File: src/rtl/mem_pkg.sv
// Shared definitions for the MEM-stage read-modify-write controller:
// FSM state encoding, RISC-V load/store funct3 codes and access legality.
package mem_pkg;

  typedef enum logic [2:0] {
    ST_IDLE  = 3'd0,
    ST_READ  = 3'd1,
    ST_WAIT  = 3'd2,
    ST_WRITE = 3'd3,
    ST_RESP  = 3'd4
  } state_t;

  localparam logic [2:0] LB  = 3'b000;
  localparam logic [2:0] LH  = 3'b001;
  localparam logic [2:0] LW  = 3'b010;
  localparam logic [2:0] LBU = 3'b100;
  localparam logic [2:0] LHU = 3'b101;
  localparam logic [2:0] SB  = 3'b000;
  localparam logic [2:0] SH  = 3'b001;
  localparam logic [2:0] SW  = 3'b010;

  // Illegal funct3 or misaligned access; such requests never touch memory.
  function automatic logic access_err(input logic       store,
                                      input logic [2:0] func3,
                                      input logic [1:0] addr_lo);
    logic err;
    err = 1'b0;
    if (func3 == 3'b011 || func3 == 3'b110 || func3 == 3'b111) err = 1'b1;
    if (store && func3[2]) err = 1'b1;
    if (func3[1:0] == 2'b01 && addr_lo[0]) err = 1'b1;
    if (func3[1:0] == 2'b10 && addr_lo != 2'b00) err = 1'b1;
    return err;
  endfunction

endpackage

File: src/rtl/mem_rmw_ctrl_ld_st_type.sv
// Byte-lane unit: merges store data into a memory word and extracts/extends
// load data from a memory word, both steered by funct3 and addr[1:0].
module LD_ST_type
  import mem_pkg::*;
(
  input  logic [2:0]  func3_i,
  input  logic [1:0]  addr_lo_i,
  input  logic [31:0] st_data_i,
  input  logic [31:0] st_word_i,
  input  logic [31:0] ld_word_i,
  output logic [31:0] st_merged_o,
  output logic [31:0] ld_data_o
);

  logic [31:0] lane_mask;
  logic [31:0] lane_data;
  logic [7:0]  ld_byte;
  logic [15:0] ld_half;

  // Replicate store data across lanes and replace only the addressed lane(s).
  always_comb begin
    lane_mask = '0;
    lane_data = '0;
    case (func3_i[1:0])
      SB[1:0]: begin
        lane_data = {4{st_data_i[7:0]}};
        case (addr_lo_i)
          2'd0:    lane_mask = 32'h0000_00FF;
          2'd1:    lane_mask = 32'h0000_FF00;
          2'd2:    lane_mask = 32'h00FF_0000;
          default: lane_mask = 32'hFF00_0000;
        endcase
      end
      SH[1:0]: begin
        lane_data = {2{st_data_i[15:0]}};
        lane_mask = addr_lo_i[1] ? 32'hFFFF_0000 : 32'h0000_FFFF;
      end
      default: begin
        lane_data = st_data_i;
        lane_mask = '1;
      end
    endcase
    st_merged_o = (st_word_i & ~lane_mask) | (lane_data & lane_mask);
  end

  // Select the addressed byte/half of the loaded word and extend it.
  always_comb begin
    case (addr_lo_i)
      2'd0:    ld_byte = ld_word_i[7:0];
      2'd1:    ld_byte = ld_word_i[15:8];
      2'd2:    ld_byte = ld_word_i[23:16];
      default: ld_byte = ld_word_i[31:24];
    endcase
    ld_half = addr_lo_i[1] ? ld_word_i[31:16] : ld_word_i[15:0];
    case (func3_i)
      LB:      ld_data_o = {{24{ld_byte[7]}}, ld_byte};
      LH:      ld_data_o = {{16{ld_half[15]}}, ld_half};
      LW:      ld_data_o = ld_word_i;
      LBU:     ld_data_o = {24'h0, ld_byte};
      LHU:     ld_data_o = {16'h0, ld_half};
      default: ld_data_o = '0;
    endcase
  end

endmodule

File: src/rtl/mem_rmw_ctrl.sv
// MEM-stage load/store controller for a word-wide memory. Loads read one
// word, sub-word stores do read-modify-write, sw writes directly, and
// illegal/misaligned accesses answer with an error without touching memory.
module mem_rmw_ctrl
  import mem_pkg::*;
#(
  parameter int unsigned ADDR_W = 32
) (
  input  logic              clk,
  input  logic              rst_n,
  input  logic              req_valid,
  output logic              req_ready,
  input  logic              req_store,
  input  logic [2:0]        req_func3,
  input  logic [ADDR_W-1:0] req_addr,
  input  logic [31:0]       req_wdata,
  output logic              resp_valid,
  input  logic              resp_ready,
  output logic [31:0]       resp_rdata,
  output logic              resp_err,
  output logic [ADDR_W-1:0] mem_addr,
  output logic              mem_re,
  output logic              mem_we,
  output logic [31:0]       mem_wdata,
  input  logic [31:0]       mem_rdata
);

  state_t            state_q;
  logic              store_q;
  logic [2:0]        func3_q;
  logic [ADDR_W-1:0] addr_q;
  logic [31:0]       wdata_q;
  logic [31:0]       word_q;
  logic              mem_re_q;
  logic              mem_we_q;
  logic [ADDR_W-1:0] mem_addr_q;
  logic              resp_valid_q;
  logic              resp_err_q;
  logic [31:0]       resp_rdata_q;
  logic [31:0]       merged_w;
  logic [31:0]       ld_ext_w;

  LD_ST_type u_lane (
    .func3_i     (func3_q),
    .addr_lo_i   (addr_q[1:0]),
    .st_data_i   (wdata_q),
    .st_word_i   (word_q),
    .ld_word_i   (mem_rdata),
    .st_merged_o (merged_w),
    .ld_data_o   (ld_ext_w)
  );

  // Request/response sequencing with registered strobes, address and response.
  always_ff @(posedge clk or negedge rst_n) begin
    if (!rst_n) begin
      state_q      <= ST_IDLE;
      store_q      <= 1'b0;
      func3_q      <= '0;
      addr_q       <= '0;
      wdata_q      <= '0;
      word_q       <= '0;
      mem_re_q     <= 1'b0;
      mem_we_q     <= 1'b0;
      mem_addr_q   <= '0;
      resp_valid_q <= 1'b0;
      resp_err_q   <= 1'b0;
      resp_rdata_q <= '0;
    end else begin
      case (state_q)
        ST_IDLE: begin
          if (req_valid) begin
            store_q <= req_store;
            func3_q <= req_func3;
            addr_q  <= req_addr;
            wdata_q <= req_wdata;
            if (access_err(req_store, req_func3, req_addr[1:0])) begin
              state_q      <= ST_RESP;
              resp_valid_q <= 1'b1;
              resp_err_q   <= 1'b1;
              resp_rdata_q <= '0;
            end else if (req_store && req_func3 == SW) begin
              state_q    <= ST_WRITE;
              mem_we_q   <= 1'b1;
              mem_addr_q <= {req_addr[ADDR_W-1:2], 2'b00};
            end else begin
              state_q    <= ST_READ;
              mem_re_q   <= 1'b1;
              mem_addr_q <= {req_addr[ADDR_W-1:2], 2'b00};
            end
          end
        end
        ST_READ: begin
          state_q    <= ST_WAIT;
          mem_re_q   <= 1'b0;
          mem_addr_q <= '0;
        end
        ST_WAIT: begin
          word_q <= mem_rdata;
          if (store_q) begin
            state_q    <= ST_WRITE;
            mem_we_q   <= 1'b1;
            mem_addr_q <= {addr_q[ADDR_W-1:2], 2'b00};
          end else begin
            state_q      <= ST_RESP;
            resp_valid_q <= 1'b1;
            resp_err_q   <= 1'b0;
            resp_rdata_q <= ld_ext_w;
          end
        end
        ST_WRITE: begin
          state_q      <= ST_RESP;
          mem_we_q     <= 1'b0;
          mem_addr_q   <= '0;
          resp_valid_q <= 1'b1;
          resp_err_q   <= 1'b0;
          resp_rdata_q <= '0;
        end
        ST_RESP: begin
          if (resp_ready) begin
            state_q      <= ST_IDLE;
            resp_valid_q <= 1'b0;
            resp_err_q   <= 1'b0;
            resp_rdata_q <= '0;
          end
        end
        default: state_q <= ST_IDLE;
      endcase
    end
  end

  assign req_ready  = (state_q == ST_IDLE);
  assign mem_re     = mem_re_q;
  assign mem_we     = mem_we_q;
  assign mem_addr   = mem_addr_q;
  assign resp_valid = resp_valid_q;
  assign resp_err   = resp_err_q;
  assign resp_rdata = resp_rdata_q;
  // Merge is taken from the captured word during WRITE; gated by state so the
  // bus reads zero elsewhere and drops with reset together with mem_we.
  assign mem_wdata  = (state_q == ST_WRITE) ? merged_w : '0;

endmodule

File: config.mk
export PLATFORM = sky130hd
export DESIGN_NAME = mem_rmw_ctrl
export DESIGN_NICKNAME = d
export VERILOG_FILES = /design/src/rtl/mem_pkg.sv /design/src/rtl/mem_rmw_ctrl_ld_st_type.sv /design/src/rtl/mem_rmw_ctrl.sv
export SDC_FILE = /design/constraint.sdc
export NUM_CORES = 1
export LEC_CHECK = 0
export CORE_MARGIN = 2
export CORE_UTILIZATION = 50
export CTS_BUF_LIST = sky130_fd_sc_hd__clkbuf_16
export DETAILED_ROUTE_END_ITERATION = 10
export PLACE_DENSITY = 0.77
export SLEW_MARGIN = 0
export SYNTH_ARGS = -nofsm -noshare
export SYNTH_HDL_FRONTEND = slang
export SYNTH_HIERARCHICAL = 1
export SYNTH_SLANG_ARGS = --single-unit
File: constraint.sdc
create_clock -name clk -period 2.1 [get_ports clk]
set_input_delay 0.42 -clock clk [delete_from_list [all_inputs] [get_ports clk]]
set_output_delay 0.42 -clock clk [all_outputs]
set_load 0.02 [all_outputs]
==> results.ini <==
[synthesis]
yosys_warnings = 6
synth_edf_count = 0
syn-mean-instance-area_um2 = 12.8
yosysSeqAreaShare = 0.486
netlist_instances = 679
ys.flop_type = dfrtp_1
syn_area_um2 = 8710
synth.distinct_cells = 47
ys_ff_latch = 169
synthArstFlopShare = 1.00

[clock_network]
cts.path.max_buffers = 2
cts.clk_slew.worst_paths_ns = 0.06
clk_latency_ns = 0.43
cts_buffers = 17
cts-root-buf = clkbuf_16
cts_tree = yes
htreeDepth = 4
clkSinkCount = 169

[drt]
routedWlPerCell_um = 21.7
dr_wl_met3_mm = 2.27
vias_per_cell = 5.94
drt-total-wl_mm = 25.1
drtPass1Iterations = 5
dr_wl_met2_mm = 12.1
topRoutingLayerUsed = met5
wl_met1_mm = 9.92
drtIter0Drc = 490
antenna_left = 0
vias = 6883
drc = 0

[cells_and_area]
fill_cells = 1162
layout.nets = 1024
area.growth.synth_to_final_pct = 40.9
drive_gt1_frac = 0.386
antenna_cells = 0

[critical_path]
critPathArrivalTime_ns = 2.05
critPathKind = register to primary output
critical_path.max_stage_delay_ns = 0.45
startpoint = func3_q[0]
cp_cell_sequence = or2_4 -> a21oi_4 -> buf_12 -> mux2_4 -> and2_4 -> buf_6
critPathLaunchType = register
critPathSlowestCell = dfrtp_2
cp_max_fo = 8
critPathCaptureType = primary output
ff2ff_setup_slack_ns = 0.10
worstReg2RegStart = func3_q[1]
worstPathRequired_ns = 1.68

[timing]
slew_headroom = 0.578
rsz0062_at_grt = true
min_period_ns = 2.47
max_freq_mhz = 405
holdWs_ns = 0.480
setup_ws_ns = -0.372
tightest_slew_ns = 0.632
hold_viol = 0
finalCritPeriodShare = 1.18
clock_skew_ns = 0.00752
final-max-slew-violation-count = 0
setup_violations = 32

[pwr]
power_leakage_nw = 5.37
power_mw = 19.3
ir_drop_mv = 0.961
pwr_density_cell_nw_per_um2 = 1580

[floorplanning]
core-area_um2 = 17200
ioPinCount = 205
rows = 48
die_area_um2 = 18500
fp.dieW_um = 136
start_util = 0.507
die_h_um = 136

[placement]
portBuffers = 202
finalWeightedCongestion = 0.860
place_hpwl_mm = 17.6

[global_routing]
grt_pass1_wl_mm = 38.8
track_usage = 0.275
grt.overflow.total = 0
grt_pass1_vias = 7110
grt_antenna_before_repair = 3
grt_max_degree = 45

[worst_hold_path]
worstHoldPathType = register to register
min_from = resp_valid

[status]
violations = setup timing
status = finished with violations

[run]
cap_violations = 0

path summary, 6_finish.rpt:
path | endpoint | cells past startpoint
max in group asynchronous | wdata_q[24] | 3
min | resp_valid | 2
min in group asynchronous | resp_rdata[20] | 2
min reg2reg | resp_valid | 2
max | mem_wdata[15] | 6
max reg2reg | resp_rdata[17] | 7
layout by cell type, fill, tap and decap left out, types with 2 or more instances in the layout:
cell type and n:
o211ai_1 16, a22oi_1 7, dfrtp_2 2, nor3b_1 2, dfrtp_1 167, clkdlybuf4s50_1 168
inv_1 6, nand2_1 17, buf_12 15, o221ai_1 12, o221ai_2 4, buf_6 32
a221o_1 8, a21oi_1 3, conb_1 2, clkinvlp_4 4, mux2_2 135, nand3_1 17
buf_2 6, mux2_1 6, a22o_1 71, mux2i_1 22, nand2b_1 5, and2_1 16
nor3_1 4, a21oi_4 4, mux2_4 38, clkinv_4 3, nor2_1 8, nor2b_1 2
inv_6 3, nor2_4 2, nor3_2 2, and2_4 24, clkbuf_16 17, o21ai_0 6
buf_4 53
flip-flops by register name, summed over array words and instances (netlist names):
signal	cells
mem_addr	30
mem_we	1
mem_re	1
word_q	32
store_q	1
state_q	3
resp_valid	1
wdata_q	32
resp_err	1
resp_rdata	32
addr_q	32
func3_q	3
where the power goes:
part           switching (mW)  internal [mW]  leakage, nW
clock network            1.32           1.63        0.266
logic                    4.65           5.85         3.03
registers                1.10           4.79         2.07
cells in the mapped netlist, drive strengths merged (3+ instances only):
cell type,instances,share of area
a21oi,7,0.0083
a221o,8,0.0092
a22o,71,0.071
a22oi,8,0.0085
and2,40,0.029
buf,45,0.035
clkbuf,12,0.0052
dfrtp,169,0.49
inv,4,0.0017
mux2,179,0.23
mux2i,22,0.025
nand2,17,0.0073
nand2b,6,0.0052
nand3,17,0.0098
nor2,10,0.0049
nor2b,4,0.0029
nor3,7,0.0052
nor3b,3,0.0032
o211ai,16,0.014
o21ai,6,0.0034
o221ai,16,0.019
or2,3,0.0024
routing by layer:
metal,GRT usage,vias up
met1,0.338,3456
met2,0.456,335
li1,-,3031
met3,0.0880,59
met5,0,-
met4,0.0990,2
stage by stage:
stage	std cells	cell area [um^2]	setup slack, ns	utilization	TNS [ns]
5_1_grt	1158	12300	-0.421	0.714	-11.74
2_1_floorplan	680	8710	0.0741	-	0
3_5_place_dp	1113	11300	-0.392	0.659	-16.34
3_3_place_gp	1113	11300	-0.313	0.659	-13.97
6_report	1158	12300	-0.372	0.714	-9.82
4_1_cts	1156	12200	-0.376	0.712	-9.33
final cells by class:
| type | count | area [um^2] | share of cell area |
|---|---|---|---|
| Clock buffer | 17 | 425 | 0.0347 |
| Timing Repair Buffer | 278 | 2840 | 0.231 |
| Multi-Input combinational cell | 450 | 4350 | 0.355 |
| Sequential cell | 169 | 4230 | 0.345 |
| Tap cell | 225 | 282 | 0.0229 |
| Clock inverter | 15 | 129 | 0.0105 |
| Inverter | 4 | 15.0 | 0.00122 |
timing repair:
item                                   CTS  global route
hold buffers                             1             0
endpoints found under the hold margin   37             0
buffers inserted                         9             2
gates resized for setup                254             5
pin swaps                                6             1
setup endpoints to repair               42            55
cloned                                   1             0
worst max-delay path: cells and delay by family, from the launching register on:
kind,cells,cell delay [ns]
buf+inv,2,0.28
compound gates,1,0.15
flops,1,0.45
mux,1,0.31
simple gates,2,0.43
cell families after synthesis:
kind of cell,share of synthesized area
buf+inv,0.0420
compound gates,0.143
flops,0.486
mux,0.258
simple gates,0.0710
other cells,0.000431
Power figures use the tool's default switching activity.
